**src/rtl/ps2_keypad_decoder_if.sv**
```systemverilog
// rtl/ps2_keypad_decoder_if.sv - scan-code in / key-event out bundle for ps2_keypad_decoder
interface ps2_keypad_decoder_if;
  logic [7:0]  ps2_key_code;
  logic        key_valid;
  logic [7:0]  key_code;
  logic [15:0] digits;
  logic        digit_valid;
  logic        load_time;
  logic        err;

  modport master (
    output ps2_key_code,
    input  key_valid, key_code, digits, digit_valid, load_time, err
  );

  modport slave (
    input  ps2_key_code,
    output key_valid, key_code, digits, digit_valid, load_time, err
  );
endinterface

```
**src/rtl/ps2_keypad_decoder.sv**
```systemverilog
// rtl/ps2_keypad_decoder.sv - make/F0/break decoder with BCD entry buffer; PS2_KEYPAD_CLEAR_EN adds KP_DOT clear
module ps2_keypad_decoder #(
  parameter int BRK_TIMEOUT = 1000,
  parameter int NUM_DIGITS  = 4
) (
  input  logic                ck,
  input  logic                reset_n,
  ps2_keypad_decoder_if.slave kp
);

  localparam int          DW          = 4 * NUM_DIGITS;
  localparam logic [19:0] BRK_LAST    = 20'(BRK_TIMEOUT - 1);
  localparam logic [7:0]  KP_RELEASED = 8'hF0;
  localparam logic [7:0]  KP_MINUS    = 8'h7B;
`ifdef PS2_KEYPAD_CLEAR_EN
  localparam logic [7:0]  KP_DOT      = 8'h71;
`endif

  typedef enum logic [1:0] {IDLE, MAKE, BRK} state_t;

  state_t          state;
  logic [7:0]      code_q;
  logic [7:0]      code_qq;
  logic [7:0]      latched;
  logic [7:0]      key_code_r;
  logic [DW-1:0]   digits_r;
  logic [19:0]     brk_cnt;
  logic            key_valid_r;
  logic            digit_valid_r;
  logic            load_time_r;
  logic            err_r;

  logic            new_code;
  logic            is_brk;
  logic            is_key;
  logic            is_digit;
  logic            is_minus;
  logic [3:0]      bcd;
`ifdef PS2_KEYPAD_CLEAR_EN
  logic            is_clear;
`endif

  // The level stream holds each code for many cycles; only a change is an event.
  assign new_code = (code_q != code_qq);
  assign is_brk   = (code_q == KP_RELEASED);

  // Classify the current code: digit (with its BCD value), load key, or not in the table.
  always_comb begin
    is_key   = 1'b1;
    is_digit = 1'b1;
    is_minus = 1'b0;
    bcd      = 4'd0;
`ifdef PS2_KEYPAD_CLEAR_EN
    is_clear = 1'b0;
`endif
    case (code_q)
      8'h70:    bcd = 4'd0;
      8'h69:    bcd = 4'd1;
      8'h72:    bcd = 4'd2;
      8'h7A:    bcd = 4'd3;
      8'h6B:    bcd = 4'd4;
      8'h73:    bcd = 4'd5;
      8'h74:    bcd = 4'd6;
      8'h6C:    bcd = 4'd7;
      8'h75:    bcd = 4'd8;
      8'h7D:    bcd = 4'd9;
      KP_MINUS: begin
        is_digit = 1'b0;
        is_minus = 1'b1;
      end
`ifdef PS2_KEYPAD_CLEAR_EN
      KP_DOT: begin
        is_digit = 1'b0;
        is_clear = 1'b1;
      end
`endif
      default: begin
        is_key   = 1'b0;
        is_digit = 1'b0;
      end
    endcase
  end

  // Input pipeline, make/break sequencer, break timeout and registered event pulses.
  always_ff @(posedge ck or negedge reset_n) begin
    if (!reset_n) begin
      state         <= IDLE;
      code_q        <= 8'h00;
      code_qq       <= 8'h00;
      latched       <= 8'h00;
      key_code_r    <= 8'h00;
      digits_r      <= '0;
      brk_cnt       <= 20'd0;
      key_valid_r   <= 1'b0;
      digit_valid_r <= 1'b0;
      load_time_r   <= 1'b0;
      err_r         <= 1'b0;
    end else begin
      code_q        <= kp.ps2_key_code;
      code_qq       <= code_q;
      key_valid_r   <= 1'b0;
      digit_valid_r <= 1'b0;
      load_time_r   <= 1'b0;
      err_r         <= 1'b0;
      case (state)
        IDLE: begin
          // A stray F0 here is a break without a make and is dropped silently.
          if (new_code && is_key) begin
            latched <= code_q;
            state   <= MAKE;
          end
        end
        MAKE: begin
          if (new_code && is_brk) begin
            brk_cnt <= 20'd0;
            state   <= BRK;
          end else if (new_code && is_key) begin
            // Rollover: the most recently pressed key is the one we wait to see released.
            latched <= code_q;
          end
        end
        BRK: begin
          // A key arriving on the same edge as the timeout wins over the timeout.
          if (new_code && is_key) begin
            state <= IDLE;
            if (code_q == latched) begin
              key_valid_r <= 1'b1;
              key_code_r  <= latched;
              if (is_digit) begin
                digits_r      <= {digits_r[DW-5:0], bcd};
                digit_valid_r <= 1'b1;
              end
              if (is_minus) begin
                load_time_r <= 1'b1;
              end
`ifdef PS2_KEYPAD_CLEAR_EN
              if (is_clear) begin
                digits_r      <= '0;
                digit_valid_r <= 1'b1;
              end
`endif
            end else begin
              err_r <= 1'b1;
            end
          end else if (brk_cnt == BRK_LAST) begin
            err_r <= 1'b1;
            state <= IDLE;
          end else begin
            brk_cnt <= brk_cnt + 20'd1;
          end
        end
        default: state <= IDLE;
      endcase
    end
  end

  assign kp.key_valid   = key_valid_r;
  assign kp.key_code    = key_code_r;
  assign kp.digits      = digits_r;
  assign kp.digit_valid = digit_valid_r;
  assign kp.load_time   = load_time_r;
  assign kp.err         = err_r;

endmodule

```
**src/flat_wrapper.sv**
```systemverilog
// flat-port wrapper written by rule: the top's interface ports become plain ports
module ps2_keypad_decoder_flat 
#(
  parameter int BRK_TIMEOUT = 1000,
  parameter int NUM_DIGITS  = 4
)
  (ck, reset_n, kp_ps2_key_code, kp_key_valid, kp_key_code, kp_digits, kp_digit_valid, kp_load_time, kp_err);
  ps2_keypad_decoder_if kp_i ();
  input  logic ck;
  input  logic reset_n;
  input wire logic [$bits(kp_i.ps2_key_code)-1:0] kp_ps2_key_code;
  output wire logic [$bits(kp_i.key_valid)-1:0] kp_key_valid;
  output wire logic [$bits(kp_i.key_code)-1:0] kp_key_code;
  output wire logic [$bits(kp_i.digits)-1:0] kp_digits;
  output wire logic [$bits(kp_i.digit_valid)-1:0] kp_digit_valid;
  output wire logic [$bits(kp_i.load_time)-1:0] kp_load_time;
  output wire logic [$bits(kp_i.err)-1:0] kp_err;
  assign kp_i.ps2_key_code = kp_ps2_key_code;
  assign kp_key_valid = kp_i.key_valid;
  assign kp_key_code = kp_i.key_code;
  assign kp_digits = kp_i.digits;
  assign kp_digit_valid = kp_i.digit_valid;
  assign kp_load_time = kp_i.load_time;
  assign kp_err = kp_i.err;
  ps2_keypad_decoder #(.BRK_TIMEOUT(BRK_TIMEOUT), .NUM_DIGITS(NUM_DIGITS)) u_core (.ck(ck), .reset_n(reset_n), .kp(kp_i));
endmodule
```
**config.mk**
```make
export PLATFORM = sky130hd
export DESIGN_NAME = ps2_keypad_decoder_flat
export DESIGN_NICKNAME = d
export VERILOG_FILES = /design/src/rtl/ps2_keypad_decoder_if.sv /design/src/rtl/ps2_keypad_decoder.sv /design/src/flat_wrapper.sv
export SDC_FILE = /design/constraint.sdc
export NUM_CORES = 1
export LEC_CHECK = 0
export ABC_AREA = 1
export BUFFER_PORTS_ARGS = -buffer_cell sky130_fd_sc_hd__buf_2
export CAP_MARGIN = 20
export CORE_MARGIN = 3
export CORE_UTILIZATION = 53
export DETAILED_ROUTE_END_ITERATION = 8
export HOLD_SLACK_MARGIN = 0.02
export PLACE_DENSITY = 0.82
export SLEW_MARGIN = 10
export SYNTH_ARGS = -nofsm -noshare
export SYNTH_HDL_FRONTEND = slang
export SYNTH_SLANG_ARGS = --single-unit
```
**constraint.sdc**
```tcl
create_clock -name ck -period 1.6 [get_ports ck]
set_input_delay 0.32 -clock ck [delete_from_list [all_inputs] [get_ports ck]]
set_output_delay 0.32 -clock ck [all_outputs]
set_load 0.02 [all_outputs]
```
# --- After elaboration in Yosys (flattened, before gate mapping) ---
# Index checks and enable logic that the tools add are counted.
word_totals:
  register_bits: 74
  in_bits: 10
  output_inout_bits: 28
  elab_cells: 78
classes:
  addsub: 1
  n_eq_ne: 23
  muxes: 31
  n_reduce_logical: 12
op_table:
  columns: ["op", "n"]
  rows:
  - ["$eq A8 B7 Y1 const B", 11]
  - ["$mux W20", 3]
  - ["$pmux W20 S2", 1]
  - ["$pmux W4 S9", 1]
  - ["$add A20 B1 Y20 const B", 1]
  - ["$eq A20 B10 Y1 const B", 1]
  - ["$mux W1", 18]
  - ["$mux W8", 2]
  - ["$pmux W8 S2", 1]
  - ["$reduce_or A11 Y1", 1]
  - ["$reduce_or A10 Y1", 1]
  - ["$eq A8 B8 Y1", 1]
  - ["$eq A8 B8 Y1 const B", 1]
  - ["$mux W2", 4]
  - ["$ne A8 B8 Y1", 1]
  - ["$reduce_and A4 Y1", 2]
  - ["$ne A2 B2 Y1 const B", 3]
  - ["$pmux W2 S3", 1]
  - ["$reduce_and A3 Y1", 2]
  - ["$ne A2 B1 Y1 const B", 2]
  - ["$reduce_bool A2 Y1", 2]
  - ["$ne A3 B1 Y1 const B", 1]
  - ["$eq A2 B1 Y1 const B", 1]
  - ["$eq A2 B2 Y1 const B", 1]
  - ["3 further kinds", 4]

# --- Depth between registers and ports, before layout ---
# Gate-level depths: netlist (run 1).
logic_depth:
  ltp_word: 7
  ltp_mapped: 14

# --- Worst setup path before layout (run 1) ---
# OpenSTA, ideal clock, no wires.
synth_timing:
  path_type: "register -> register"
  from: "register u_core.brk_cnt[0]"
  to: "register u_core.brk_cnt[14]"
  setup_ns: 0.116
  t_arrival_ns: 1.517
  required_time_ns: 1.484
  path_slack_ns: -0.033
  path_stages_with_launch: 11
  path_buffers: 0
  cell_sequence: "dfrtp_1 > ha_1 > nand2_1 > nor2_1 > inv_1 > nor3_1 > nand4_1 > nand2_1 > a21oi_1 > nand2_1 > nand2_1"
synth_via:
  elab_chain_len: 4
synth_lines:
  columns: ["element", "line", "rtl"]
  rows:
  - ["start: declaration", "ps2_keypad_decoder.sv:27", "logic [19:0] brk_cnt;"]
  - ["start signal: assignment", "ps2_keypad_decoder.sv:149", "brk_cnt <= brk_cnt + 20'd1;"]
  - ["$add A20 B1 Y20", "ps2_keypad_decoder.sv:149", null]
  - ["$mux W20", "ps2_keypad_decoder.sv:145", "end else if (brk_cnt == BRK_LAST) begin"]
  - ["$mux W20", "ps2_keypad_decoder.sv:124", "if (new_code && is_key) begin"]
  - ["$pmux W20 S2", "ps2_keypad_decoder.sv:105", "case (state)"]
# Parallel ways exist; a longest one is shown, timed or not. The select of a mux whose other input is x is not followed.
# A chain may end at the register's enable or synchronous reset.

# --- Worst setup path after layout (run 1) ---
layout_timing:
  from: "register u_core.code_q[4]"
  to: "register u_core.digits_r[12] (netlist: u_core.kp.digits[12])"
layout_via:
  elab_chain_len: 5
layout_lines:
  columns: ["element", "line", "rtl"]
  rows:
  - ["start: declaration", "ps2_keypad_decoder.sv:22", "logic [7:0] code_q;"]
  - ["start signal: assignment", "ps2_keypad_decoder.sv:99", "code_q <= kp.ps2_key_code;"]
  - ["$eq A8 B7 Y1", "ps2_keypad_decoder.sv:56", "case (code_q)"]
  - ["$reduce_or A11 Y1 (no source line)", null, null]
  - ["$mux W1", "ps2_keypad_decoder.sv:56", null]
  - ["$logic_and A1 B1 Y1", "ps2_keypad_decoder.sv:124", null]
  - ["$reduce_and A4 Y1 (no source line) *", null, null]
  - ["end signal: assignment", "ps2_keypad_decoder.sv:130", "digits_r <= {digits_r[DW-5:0], bcd};"]
  - ["end: declaration", "ps2_keypad_decoder.sv:26", "logic [DW-1:0] digits_r;"]
# Every way passes the cells marked *; elsewhere a longest branch is shown, timed or not.

==> run summary, run 1 <==
The number of cells on the worst reg-to-reg path is 10. Summing internal, switching and leakage power gives 4274 uW. The number of synthesis warnings came out at 0.

The final setup violation count is 58. The routed wirelength normalized by instance count came out at 19.15 um. The clock transition at the register clock pins on the worst setup and hold paths after CTS came out at 0.09 ns. The fraction of synthesis flops using an asynchronous set or reset pin is 100.0%.

In this run the remaining antenna-violating nets after routing total 0. The via count of the first global-routing pass is 3,764. After synthesis, the most frequently instantiated cells are sky130_fd_sc_hd__nand2_1, sky130_fd_sc_hd__dfrtp_1, sky130_fd_sc_hd__nand3_1.

Traced cell by cell, the critical path runs through buf_4, xnor2_1, nand2_1, nor2_1, nand2_2, nor2_4, buf_6, buf_16, nand4_1, nand2_1. The post-route non-filler standard cell count came out at 694. The startpoint identified for the worst register-to-register timing path is u_core.code_q[4]. The die area is 0.008209 mm^2.

The xor and xnor fraction of the mapped netlist area is 4.848%. The power density over the cells came out at 764.5 mW/mm^2. The path with the worst hold slack has its endpoint at u_core.code_q[5]. The remaining routing DRC violations came out at 0. The worst hold path belongs to the class in -> reg. The average cell area after synthesis is 8.020 um^2. The level count of the clock H-tree is 3.

The static leakage power came out at 0.002873 uW. The fraction of the mapped netlist area in compound gates is 2.342%. The smallest clock period supported by the final layout is computed as 2.000 ns. The synthesized design contains 0 enable-type register cells. Across all register-to-register paths, the minimum setup slack is -0.40 ns. The maximum number of pins on one net before global-route repair came out at 75. The share of synthesized area spent on multiplexers is 0%. The max-slew violation total from the final report came out at 0. The cell count of the worst hold path is 1. The clock buffer count from CTS is 9. The die is 90.61 um tall. The delay of the slowest cell on the worst path is 0.46 ns. The final RePlAce weighted congestion is 0.9084. The initial DRC count came out at 364. STA classifies the critical path startpoint as a register. The effective utilization at floorplan is 55.23%. The met3 track demand over resource is 4.917%. Static timing analysis puts the maximum clock frequency at 499.9 MHz. Fill cells in the final layout number 382. The die is 90.61 um wide. The reported max-cap violation count is 0. The total core area is 0.006869 mm^2. The headroom to the max-slew limit came out at 66.31%. Across the VDD grid, the largest voltage drop is 0.7087 mV. By area, the combinational part of the netlist is dominated by simple AND/OR/NAND/NOR gates. The clock net in this run drives a total of 74 sinks. The worst hold path begins at kp_ps2_key_code[5]. The number of antenna violations at the first check in global routing is 0. The most common flop cell mapped by yosys is sky130_fd_sc_hd__dfrtp_1.

The sequential area share after synthesis is 48.81%. The detailed placement HPWL came out at 6.280 mm. The final layout net count came out at 604.

The slew at the pin closest to its max-slew limit is 0.5014 ns. The most common cell in the synthesized netlist is sky130_fd_sc_hd__nand2_1. The final wirelength is 13.29 mm. Yosys attributes the largest share of cell area to sky130_fd_sc_hd__dfrtp_1, sky130_fd_sc_hd__nand2_1, sky130_fd_sc_hd__nand3_1. The final reports fail on setup timing.

The met1 capacity usage during global routing came out at 35.07%. In this run the critical register-to-register path is captured at u_core.kp.digits[12]. The area used by multi-input combinational logic came out at 0.002156 mm^2. Of all nets on the critical path, the largest fanout is 10. The first global-routing pass estimated 18.24 mm of wire. For this run the aggregate overflow at the end of global routing stands at 0.

After global routing, the most crowded layer is met2. Data on the critical path is required at its endpoint by 1.89 ns. The first-pass iteration count of the detailed router came out at 5. The share of final-layout standard cells stronger than drive strength 1 came out at 43.98%. The post-route fraction of the period consumed by the critical path came out at 125.0%. No sink is reached through more buffers than the 2 on the longest clock path. The final setup slack of the worst path is -0.4003 ns. For the worst setup path, the data arrival time is 2.29 ns. The worst setup path category is reg -> reg. The number of placed instances, taps included, is 637. TritonCTS built the clock tree. The synthesized cell area came out at 0.003794 mm^2. The register bit total from synthesis came out at 74. Yosys mapped the design onto 32 distinct sky130hd cell types.

The count of endpoints failing hold in the final timing report was 0. The antenna diode count is 0. The instance count of the mapped netlist is 473. The via count normalized by instance count came out at 5.896. The routed layout has 4,092 vias. By instance count, the cell type seen most on the critical path is sky130_fd_sc_hd__nand2_1. The run finished, with violations left.

The buffering stage count on the worst path with inverters included is 3. The type of destination of the critical path is a register. The adder-cell area share of the yosys netlist is 0.3298%. Global routing consumed, on the met2 layer, 45.71% of the routing resources.

Port buffering added 37 buffers. The clock reaches the later pin of the worst-skew pair after 0.36 ns. The area fraction in and, or, nand and nor cells after synthesis came out at 36.58%. The floorplan has 30 rows.

The boundary pin count is 38. The core utilization of the finished layout came out at 81.38%. Adding up every negative setup slack in the final design gives -16.55 ns. The worst clock skew is 0.01346 ns.

The largest individual stage delay along the critical path comes from the cell sky130_fd_sc_hd__dfrtp_2. In the final layout, flip-flops and latches occupy 0.001863 mm^2. The cell family contributing the most delay on the critical path is simple AND/OR/NAND/NOR gates. The tree is rooted in a sky130_fd_sc_hd__clkbuf_8. Counting buffers and inverters, the worst setup path is 10 cells deep. Summed over its instances, the top area cell type makes up 48.81% of the synthesized netlist area.

The number of nets handed over by synthesis was 484. The area growth from synthesis to layout came out at 47.36%. The cell accounting for the most synthesized area is sky130_fd_sc_hd__dfrtp_1. Global routing consumed, over all layers together, 27.74% of the routing resources. Setup repair after global routing could not meet its margin everywhere.
==> layout make-up <==
| class | count | share of cell area, % |
|---|---|---|
| tap | 96 | 2.149 |
| sequential | 74 | 33.33 |
| clock buffer | 9 | 2.216 |
| timing repair buffer | 122 | 18.98 |
| inverter | 43 | 2.977 |
| multi-input combinational | 343 | 38.56 |
| clock inverter | 7 | 1.791 |
==> registers in the layout (all words and copies together) (netlist names) <==
register,cells
u_core.code_qq,8
u_core.state,2
u_core.kp.digits,16
u_core.kp.err,1
u_core.latched,8
u_core.kp.digit_valid,1
u_core.brk_cnt,20
u_core.kp.load_time,1
u_core.code_q,8
u_core.kp.key_valid,1
u_core.kp.key_code,8
==> placed cells by master, fill, tap and decap left out, drive strengths merged <==
master / count
nand2: 154
o211ai: 1
bufinv: 2
o21ai: 7
dlygate4sd3: 1
xnor2: 11
nand4: 29
ha: 1
nor4: 2
a21oi: 7
nand3b: 1
nor2: 50
dfrtp: 74
a211oi: 1
xor2: 10
nand3: 56
or2: 2
and2: 2
clkbuf: 11
inv: 44
nor3: 9
buf: 119
clkinv: 4
==> stage by stage <==
| stage | hold slack, ns | area [um^2] | worst slack, ns |
|---|---|---|---|
| after global routing | 0.04590 | 5590 | -0.5020 |
| after global placement | 0.3787 | 4387 | -0.2529 |
| final | 0.06439 | 5590 | -0.4003 |
| after detailed placement | 0.3828 | 4387 | -0.3247 |
| after floorplan | 0.02441 | 3824 | 0.001035 |
| after CTS | 0.05861 | 5136 | -0.1718 |
==> repair_timing <==
action / in CTS / in global routing
gates cloned: 8 / 4
gates resized for setup: 84 / 75
endpoints found under the setup margin: 58 / 58
endpoints found under the hold margin: 74 / 0
pin swaps: 15 / 42
setup buffers: 17 / 12
hold buffers: 1 / 0
==> layer usage <==
metal	vias to the layer above	part of all wire, %
met2	312	48
li1	1776	-
met4	0	5.7
met3	78	9.5
met5	-	0
met1	1926	37
==> report_power, final <==
| part | internal [uW] | switching [uW] | total (uW) |
|---|---|---|---|
| Sequential | 1960 | 108 | 2070 |
| Clock | 892 | 769 | 1660 |
| Combinational | 241 | 303 | 544 |
| Total | 3090 | 1180 | 4270 |
==> kinds of logic after synthesis <==
| family | count (synthesis) |
|---|---|
| XOR/XNOR | 21 |
| AND/OR/NAND/NOR | 302 |
| AO/OA/AOI/OAI | 16 |
| buffers and inverters | 59 |
| flip-flops | 74 |
| adder cells (fa/ha/maj) | 1 |
==> worst register-to-register path: cells and delay by family (launching register included) <==
kind                      cells  cell delay (ns)
xor gates and xnor gates      1             0.23
buffers and inverters         3             0.45
DFF                           1             0.46
and+or+nand+nor               6             0.79
==> worst max path at each step <==
stage | slack, ns | to | start
global placement | -0.25 | u_core.brk_cnt[2] | u_core.code_q[0]
detailed placement | -0.32 | u_core.brk_cnt[8] | u_core.code_q[0]
CTS | -0.17 | u_core.brk_cnt[8] | u_core.code_q[1]
global route | -0.50 | u_core.kp.digits[12] | u_core.code_q[4]
floorplan | 0.001 | u_core.brk_cnt[4] | u_core.code_q[0]
finish | -0.40 | u_core.kp.digits[12] | u_core.code_q[4]
Note: power is estimated with default switching activity, not from simulation.
==> run 2, diff against run 1 <==
--- a/config.mk
+++ b/config.mk
@@ -5,14 +5,13 @@
 export SDC_FILE = /design/constraint.sdc
 export NUM_CORES = 1
 export LEC_CHECK = 0
-export ABC_AREA = 1
-export BUFFER_PORTS_ARGS = -buffer_cell sky130_fd_sc_hd__buf_2
+export BUFFER_PORTS_ARGS = -buffer_cell sky130_fd_sc_hd__buf_4
 export CAP_MARGIN = 20
 export CORE_MARGIN = 3
-export CORE_UTILIZATION = 53
+export CORE_UTILIZATION = 52
 export DETAILED_ROUTE_END_ITERATION = 8
 export HOLD_SLACK_MARGIN = 0.02
-export PLACE_DENSITY = 0.82
+export PLACE_DENSITY = 0.81
 export SLEW_MARGIN = 10
 export SYNTH_ARGS = -nofsm -noshare
 export SYNTH_HDL_FRONTEND = slang
==> run 2 against run 1 <==
The run still ends with setup timing left. First-iteration DRC count is 12% lower. Largest cell class is now flip-flops and latches. Total power decreased by 6.6%. Register-to-register slack got worse by 0.28 ns. Sequential share of layout area rose by 4.1 points. Global-route usage shrank 1.7 points. Setup slack worse by 0.28 ns. Sequential power is 2% lower. Maximum frequency decreased by 12%. Critical endpoint is now u_core.kp.digits[11]. Non-clock buffer count up 8. Die area shrank 7.9%. Clock skew is 0.0012 ns lower. Area after synthesis is 10% lower.
==> run summary, run 2 <==
TritonCTS built the clock tree. The critical path data required time came out at 1.84 ns (-0.05 ns). The launch instance of the worst register-to-register path is u_core.code_q[4].

The path class of the tightest hold or removal check is in -> reg. The delay of the slowest cell on the worst path came out at 0.46 ns (about the same). The most critical setup path has its startpoint at u_core.code_q[4].

The clock buffer count from CTS is 9 (unchanged). The clock transition at the register clock pins on the worst setup and hold paths after CTS came out at 0.08 ns (about the same). The most common flop cell mapped by yosys is sky130_fd_sc_hd__dfrtp_1. The worst hold path terminates at u_core.code_q[2]. The largest fanout on the critical path is 9 (-1).

Leaving out fill and tap cells, the most frequent cells in the layout are sky130_fd_sc_hd__buf_4, sky130_fd_sc_hd__dfrtp_1, sky130_fd_sc_hd__nand2_1. The number of nets with antenna violations after routing came out at 0 (unchanged). The final layout net count is 436 (-28%). The run finished, with violations left.

The max-slew violation total from the final report came out at 0 (unchanged). The number of vias in the routed layout came to 3,107 (-24%). The static leakage power came out at 0.002473 uW (-14%).

The synthesized cell area is 0.003408 mm^2 (-10%). The number of buffer cells added on primary ports is 37 (unchanged). The area share of the largest cell type after synthesis was 54.33% (+5.5 points).

The type of destination of the critical path is a register. The number of enable flip-flop cells after synthesis was 0 (unchanged). The maximum number of pins on one net before global-route repair is 34 (-55%).

The boundary pin count came out at 38 (unchanged). The antenna diode count came to 0 (unchanged). The core utilization of the finished layout is 80.86% (-0.53 points). STA classifies the critical path startpoint as a register.

Among all stages on the critical path, the largest delay is contributed by sky130_fd_sc_hd__dfrtp_2. More flip-flops sit in one register than any other, and that register is u_core.brk_cnt. The commonest non-fill, non-tap cell in the layout is sky130_fd_sc_hd__buf_4. The headroom to the max-slew limit is 76.45% (+10 points). The first-pass iteration count of the detailed router is 5 (unchanged).

The synthesized netlist net count was 310 (-36%). The routed wirelength normalized by instance count came out at 21.47 um (+12%). The die height was 86.96 um (-4.0%).

The top achievable clock speed came to 438.2 MHz (-12%). The insertion delay of the later-clocked pin in the worst-skew pair is 0.36 ns (about the same). The average cell area after synthesis is 11.40 um^2 (+42%). The internal reg-to-reg setup slack came out at -0.68 ns (-0.28 ns).

The final setup violation count is 58 (unchanged). The number of clock sinks seen by CTS is 74 (unchanged). The effective utilization at floorplan is 55.59% (+0.36 points). The total congestion overflow is 0 (unchanged). By area the synthesized netlist is led by sky130_fd_sc_hd__dfrtp_1, sky130_fd_sc_hd__mux2_2, sky130_fd_sc_hd__mux2_4. The worst-case vdd ir drop came to 0.7849 mV (+11%). The remaining routing DRC violations came to 0 (unchanged). The final wirelength was 10.84 mm (-18%). The worst setup path is of the reg -> reg kind. The worst clock skew came out at 0.01225 ns (-0.001209 ns). The final setup slack of the worst path came out at -0.6823 ns (-0.2820 ns).

The via count of the first global-routing pass came out at 3,068 (-18%). The number of cells on the worst reg-to-reg path came out at 9 (-1). The cell count of the worst hold path came to 1 (unchanged). The sequential area share after synthesis came to 54.33% (+5.5 points). The register bit total from synthesis is 74 (unchanged). The level count of the clock H-tree is 3 (unchanged).

The total core area came out at 0.006131 mm^2 (-11%). The post-route fraction of the period consumed by the critical path came out at 142.6% (+18 points). The worst endpoint data arrival time was 2.52 ns (+0.23 ns).

The most frequent cell on the critical path is sky130_fd_sc_hd__buf_6. The global-route wire length before repair is 15.04 mm (-18%). From synthesis to final layout, the design area changed by 45.45%. The worst register-to-register path ends at u_core.kp.digits[11].

The share of final-layout standard cells stronger than drive strength 1 came out at 49.30% (+5.3 points). The clock tree root driver cell is sky130_fd_sc_hd__clkbuf_8. The final reports fail on setup timing. The count of endpoints failing hold in the final timing report was 0 (unchanged). The instance count of the mapped netlist came out at 299 (-37%). The number of antenna violations at the first check in global routing came out at 0 (unchanged). The number of synthesis warnings was 0 (unchanged).

The detailed placement HPWL was 5.374 mm (-14%). In the synthesized netlist, the cells that appear most often are sky130_fd_sc_hd__dfrtp_1, sky130_fd_sc_hd__mux2_2, sky130_fd_sc_hd__nand2_1. The total design power is 3991 uW (-6.6%). Traced cell by cell, the critical path runs through buf_6, xnor2_2, nand4_1, o21ai_2, buf_6, nor4_4, nand3b_4, buf_12, mux2_4. The slew at the pin closest to its max-slew limit came out at 0.3532 ns (-0.1482 ns). Yosys instantiated no cell more often than sky130_fd_sc_hd__dfrtp_1. The flip-flop count of the largest register, all copies and words added came out at 20 (unchanged). Setup repair after global routing could not meet its margin everywhere.

The combined global-route utilization of all metal layers came out at 26.04% (-1.7 points). The die area is 0.007562 mm^2 (-7.9%). The die boundary width is 86.96 um (-4.0%). The number of core rows came to 28 (-6.7%). The minimum period implied by the final worst setup slack came out at 2.282 ns (+0.2820 ns). The initial DRC count was 320 (-12%). The via count normalized by instance count was 6.152 (+4.3%). The number of buffers on the longest clock path is 2 (unchanged). The fraction of synthesis flops using an asynchronous set or reset pin was 100.0% (unchanged).

The final RePlAce weighted congestion is 0.8419 (-7.3%). The worst hold path begins at kp_ps2_key_code[2]. The largest total area in the synthesized netlist belongs to sky130_fd_sc_hd__dfrtp_1.

The number of distinct standard cells referenced by the synthesized netlist is 48 (+50%). The power density over the cells came out at 805.0 mW/mm^2 (+5.3%). The reported max-cap violation count was 0 (unchanged).
-- run 2: changes by cell type after synthesis, moves of 12 or more --
| cell | change |
|---|---|
| sky130_fd_sc_hd__inv_1 | -30 |
| sky130_fd_sc_hd__nand2_1 | -129 |
| sky130_fd_sc_hd__and3_1 | +12 |
| sky130_fd_sc_hd__nand4_1 | -19 |
| sky130_fd_sc_hd__nand3_1 | -43 |
| sky130_fd_sc_hd__nor2_1 | -30 |
| sky130_fd_sc_hd__mux2_2 | +18 |
-- run 2: where the power goes --
group	switching, uW	internal (uW)	total (uW)
Combinational	238	263	501
Sequential	69.8	1950	2020
Clock	712	759	1470
-- run 2: critical path, delay by kind of cell (launching register included) --
family	cells	cell delay, ns
and+or+nand+nor	3	0.69
muxes	1	0.30
xor gates and xnor gates	1	0.14
DFF	1	0.46
buffers and inverters	3	0.47
AOI/OAI and AO/OA	1	0.09
-- run 2: layout make-up --
cell class / count / area [um^2]
Fill cell: 297 / 1174
Inverter: 8 / 35.03
Clock buffer: 11 / 141.4
Timing Repair Buffer: 130 / 1127
Clock inverter: 5 / 53.80
Tap cell: 75 / 93.84
Multi-Input combinational cell: 202 / 1649
Sequential cell: 74 / 1857
-- run 2: what timing repair did --
item / 4_1_cts / 5_1_grt
hold endpoints to repair: 26 / 0
resized for setup: 28 / 43
gates cloned: 2 / 1
hold buffers: 1 / 0
setup buffers: 14 / 5
pin swaps: 8 / 8
endpoints found under the setup margin: 58 / 58
-- run 2: through the flow --
stage | worst slack (ns) | cells | cell area [um^2] | setup TNS (ns) | hold WS (ns)
finish | -0.6823 | 505 | 4957 | -32.18 | 0.06781
CTS | -0.5256 | 500 | 4723 | -23.12 | 0.06314
detailed placement | -0.5686 | 467 | 4267 | -24.44 | 0.2513
global placement | -0.5000 | 467 | 4267 | -22.22 | 0.2519
floorplan | -0.5338 | 299 | 3437 | -20.43 | 0.02441
global route | -0.7660 | 505 | 4957 | -37.90 | 0.05592
-- run 2: cells by family after synthesis --
family,Yosys count,share of synthesized area [%]
AOI/OAI and AO/OA,54,10.39
xor gates and xnor gates,18,4.626
adders and majority gates,1,0.3670
buffers and inverters,23,3.340
DFF,74,54.33
muxes,27,9.618
and+or+nand+nor,102,17.33
-- run 2: worst max-delay path by stage --
stage / endpoint / slack (ns) / depth (start not counted)
finish: u_core.kp.digits[11] / -0.68 / 9
global route: u_core.kp.digits[15] / -0.77 / 9
floorplan: u_core.kp.digits[10] / -0.53 / 8
global placement: u_core.kp.key_code[1] / -0.50 / 6
CTS: u_core.kp.digits[15] / -0.53 / 9
detailed placement: u_core.kp.key_code[4] / -0.57 / 6
-- run 2: per-layer routing --
metal	global-route usage, %	vias up	part of all wire [%]
li1	-	1328	-
met1	31.41	1506	37
met2	44.44	206	51
met3	6.528	67	7.3
met4	10.48	0	5.4
met5	0	-	0
==> run 3, diff against run 2 <==
--- a/config.mk
+++ b/config.mk
@@ -8,10 +8,10 @@
 export BUFFER_PORTS_ARGS = -buffer_cell sky130_fd_sc_hd__buf_4
 export CAP_MARGIN = 20
 export CORE_MARGIN = 3
-export CORE_UTILIZATION = 52
+export CORE_UTILIZATION = 25
 export DETAILED_ROUTE_END_ITERATION = 8
 export HOLD_SLACK_MARGIN = 0.02
-export PLACE_DENSITY = 0.81
+export PLACE_DENSITY = 0.48
 export SLEW_MARGIN = 10
 export SYNTH_ARGS = -nofsm -noshare
 export SYNTH_HDL_FRONTEND = slang
==> run 3 against run 2 <==
The flow still finishes with violations (setup timing). Sequential share of layout area down 1.8 points. Register-to-register slack improved by 0.17 ns. Wire length shrank 21%. Combinational power is 7.6% lower. Critical endpoint unchanged. Largest power group unchanged. Via count shrank 12%. Cell count rose by 20%. Critical path type unchanged.
==> run summary, run 3 (synthesis results as in run 2) <==
The count of endpoints failing hold in the final timing report is 0 (unchanged). The final RePlAce weighted congestion came out at 0.7647 (-9.2%). The combined global-route utilization of all metal layers is 12.64% (-13 points). The share of total power in sequential cells came out at 47.6% (-3.0 points). The finished layout cell area is 0.005211 mm^2 (+5.1%).

The share of final-layout standard cells stronger than drive strength 1 was 50.00% (+0.70 points). The internal power came out at 3260 uW (+9.7%). The largest individual stage delay along the critical path comes from the cell sky130_fd_sc_hd__dfrtp_2. The combinational group share of total power is 10.9% (-1.7 points). The effective utilization at floorplan came to 25.64% (-30 points). The final setup violation count is 58 (unchanged). Leaving out fill and tap cells, the most frequent cells in the layout are sky130_fd_sc_hd__buf_4, sky130_fd_sc_hd__dfrtp_1, sky130_fd_sc_hd__nand2_1, sky130_fd_sc_hd__buf_6.

The total congestion overflow is 0 (unchanged). STA classifies the critical path endpoint as a register. The number of vias in the routed layout is 2,722 (-12%). The first-pass iteration count of the detailed router is 4 (-1). The number of nets with antenna violations after routing is 0 (unchanged). The clock transition at the register clock pins on the worst setup and hold paths after CTS came out at 0.05 ns (-0.03 ns). The buffering stage count on the worst path with inverters included came to 1 (-2). The total negative setup slack is -23.08 ns (+9.106 ns). The remaining routing DRC violations was 0 (unchanged). The post-route non-filler standard cell count is 604 (+20%). The number of core rows is 42 (+50%).

The flow ran to the end, but the final reports show violations. The reported max-cap violation count is 0 (unchanged). The static leakage power was 0.002536 uW (+2.5%). The delay of the slowest cell on the worst path came to 0.44 ns (-0.02 ns). The clock tree from TritonCTS is done. The signal on the critical path passes through nand3b_1, a211o_1, and3_4, nor4_4, nand3b_4, buf_12, mux2_4.

The initial DRC count is 75 (-77%). The internal reg-to-reg setup slack came out at -0.52 ns (+0.17 ns). The clock buffer count from CTS is 9 (unchanged). The total routed wire length on the met1 layer is 3.804 mm (-4.5%). The via count of the first global-routing pass was 2,865 (-6.6%). The critical path data required time is 1.81 ns (-0.03 ns). The final setup slack of the worst path is -0.5159 ns (+0.1664 ns). The number of buffer cells added on primary ports came out at 37 (unchanged). The register with the most flip-flops in the final layout is u_core.brk_cnt. The final layout net count came out at 435 (-0.23%). The worst-case vdd ir drop came out at 0.4792 mV (-39%). The fraction of power consumed by the clock network was 41.5% (+4.6 points). The clock tree root driver cell is sky130_fd_sc_hd__clkbuf_16. The post-detailed-placement cell area is 0.004423 mm^2 (+3.7%). The final wirelength was 8.549 mm (-21%). The number of antenna violations at the first check in global routing was 0 (unchanged). The tightest min-delay check is of the in -> reg type. The power density over the cells is 813.5 mW/mm^2 (+1.1%). The family of cells with the greatest summed delay on the critical path is simple AND/OR/NAND/NOR gates. The number of cells in the design after placement was 572 (+22%). Setup repair after global routing could not meet its margin everywhere. The largest fanout on the critical path is 17 (+8). The die boundary width is 122.8 um (+41%). The element type at the critical path start is a register.

The number of clock sinks seen by CTS is 74 (unchanged). The area growth from synthesis to layout is 52.90%. The slew at the pin closest to its max-slew limit was 0.3945 ns (+0.04127 ns). The level count of the clock H-tree came out at 3 (unchanged).

The met3 wire length is 337 um (-57%). The final reports fail on setup timing. The boundary pin count came out at 38 (unchanged). The detailed placement HPWL is 5.453 mm (+1.5%). The detailed router used layers up to and including met4. The top achievable clock speed is 472.6 MHz (+7.9%).

The die area is 0.01507 mm^2 (+99%). The max-slew violation total from the final report is 0 (unchanged). The maximum number of pins on one net before global-route repair came to 75 (+120%). The worst endpoint data arrival time is 2.33 ns (-0.19 ns). The flip-flop count of the largest register, all copies and words added came out at 20 (unchanged).

The switching portion of total power is 23.10% (-2.5 points). The power spent charging and discharging nets is 979.5 uW (-4.0%). The minimum period implied by the final worst setup slack came out at 2.116 ns (-0.1664 ns). The via count normalized by instance count is 4.507 (-27%). The detailed route wirelength on metal2 came out at 4.255 mm (-22%).

The global-route wire length before repair is 14.77 mm (-1.8%). The insertion delay of the later-clocked pin in the worst-skew pair is 0.33 ns (-0.03 ns). The worst setup path category is reg -> reg. The total design power is 4239 uW (+6.2%).

The worst clock skew was 0.002555 ns (-0.009699 ns). Leaving out fill and tap cells, the most frequent cell in the layout is sky130_fd_sc_hd__buf_4. The total core area came out at 0.01330 mm^2 (+120%). The antenna diode count came out at 0 (unchanged). The die height was 122.8 um (+41%). The routed wirelength normalized by instance count was 14.15 um (-34%). The number of buffers on the longest clock path came to 2 (unchanged).

The headroom to the max-slew limit is 73.70% (-2.8 points). The post-route fraction of the period consumed by the critical path came out at 132.2% (-10 points).
[run 3: cell types whose count changed in the layout (fill, tap and decap cells not counted), moves of 3 or more]
| cell | change |
|---|---|
| sky130_fd_sc_hd__buf_4 | -4 |
| sky130_fd_sc_hd__nand2b_4 | +3 |
| sky130_fd_sc_hd__a21oi_2 | -3 |
| sky130_fd_sc_hd__clkbuf_16 | +8 |
| sky130_fd_sc_hd__clkbuf_8 | -10 |
| sky130_fd_sc_hd__nor4_2 | +3 |
| sky130_fd_sc_hd__nand2b_1 | -3 |
[run 3: timing repair]
action | CTS | global route
cloned | 3 | 0
gates resized for setup | 65 | 16
pin swaps | 21 | 8
endpoints found under the hold margin | 23 | 0
endpoints found under the setup margin | 58 | 58
hold buffers | 1 | 0
buffers inserted | 12 | 3
[run 3: path summary, 6_finish.rpt]
path	from	depth (start not counted)	end
max in group asynchronous	reset_n	3	u_core.kp.digits[0]
min in group asynchronous	reset_n	3	u_core.kp.key_code[5]
min	kp_ps2_key_code[2]	1	u_core.code_q[2]
max reg2reg	u_core.code_q[4]	7	u_core.kp.digits[11]
min reg2reg	u_core.kp.key_code[6]	1	u_core.kp.key_code[6]
max	u_core.code_q[4]	7	u_core.kp.digits[11]
[run 3: layer usage]
layer  track usage, %  vias to the layer above
li1                 -                     1317
met1            15.96                     1340
met2            20.84                       53
met3            3.456                       12
met4            4.339                        0
met5                0                        -
[run 3: through the flow]
step	util [%]	hold slack, ns	setup WS, ns
finish	39.20	0.09381	-0.5159
global route	39.20	0.07378	-0.6036
CTS	38.34	0.07989	-0.4986
floorplan	-	0.02441	-0.5338
global placement	33.27	0.3684	-0.6296
detailed placement	33.27	0.3721	-0.6549
[run 3: final cells by class]
cell class                      instances  area, um^2
Fill cell                            1292        8084
Sequential cell                        74        1857
Multi-Input combinational cell        202        1708
Timing Repair Buffer                  129        1140
Clock buffer                           12       236.5
Tap cell                              176       220.2
Inverter                                8       32.53
Clock inverter                          3       17.52
[run 3: power by group through the flow]
stage / Combinational, uW / Sequential, uW / Clock (uW)
floorplan: 188 / 2030 / 0
global placement: 381 / 2040 / 0
detailed placement: 388 / 2050 / 0
CTS: 443 / 2020 / 1820
global route: 510 / 2020 / 1910
finish: 463 / 2020 / 1760
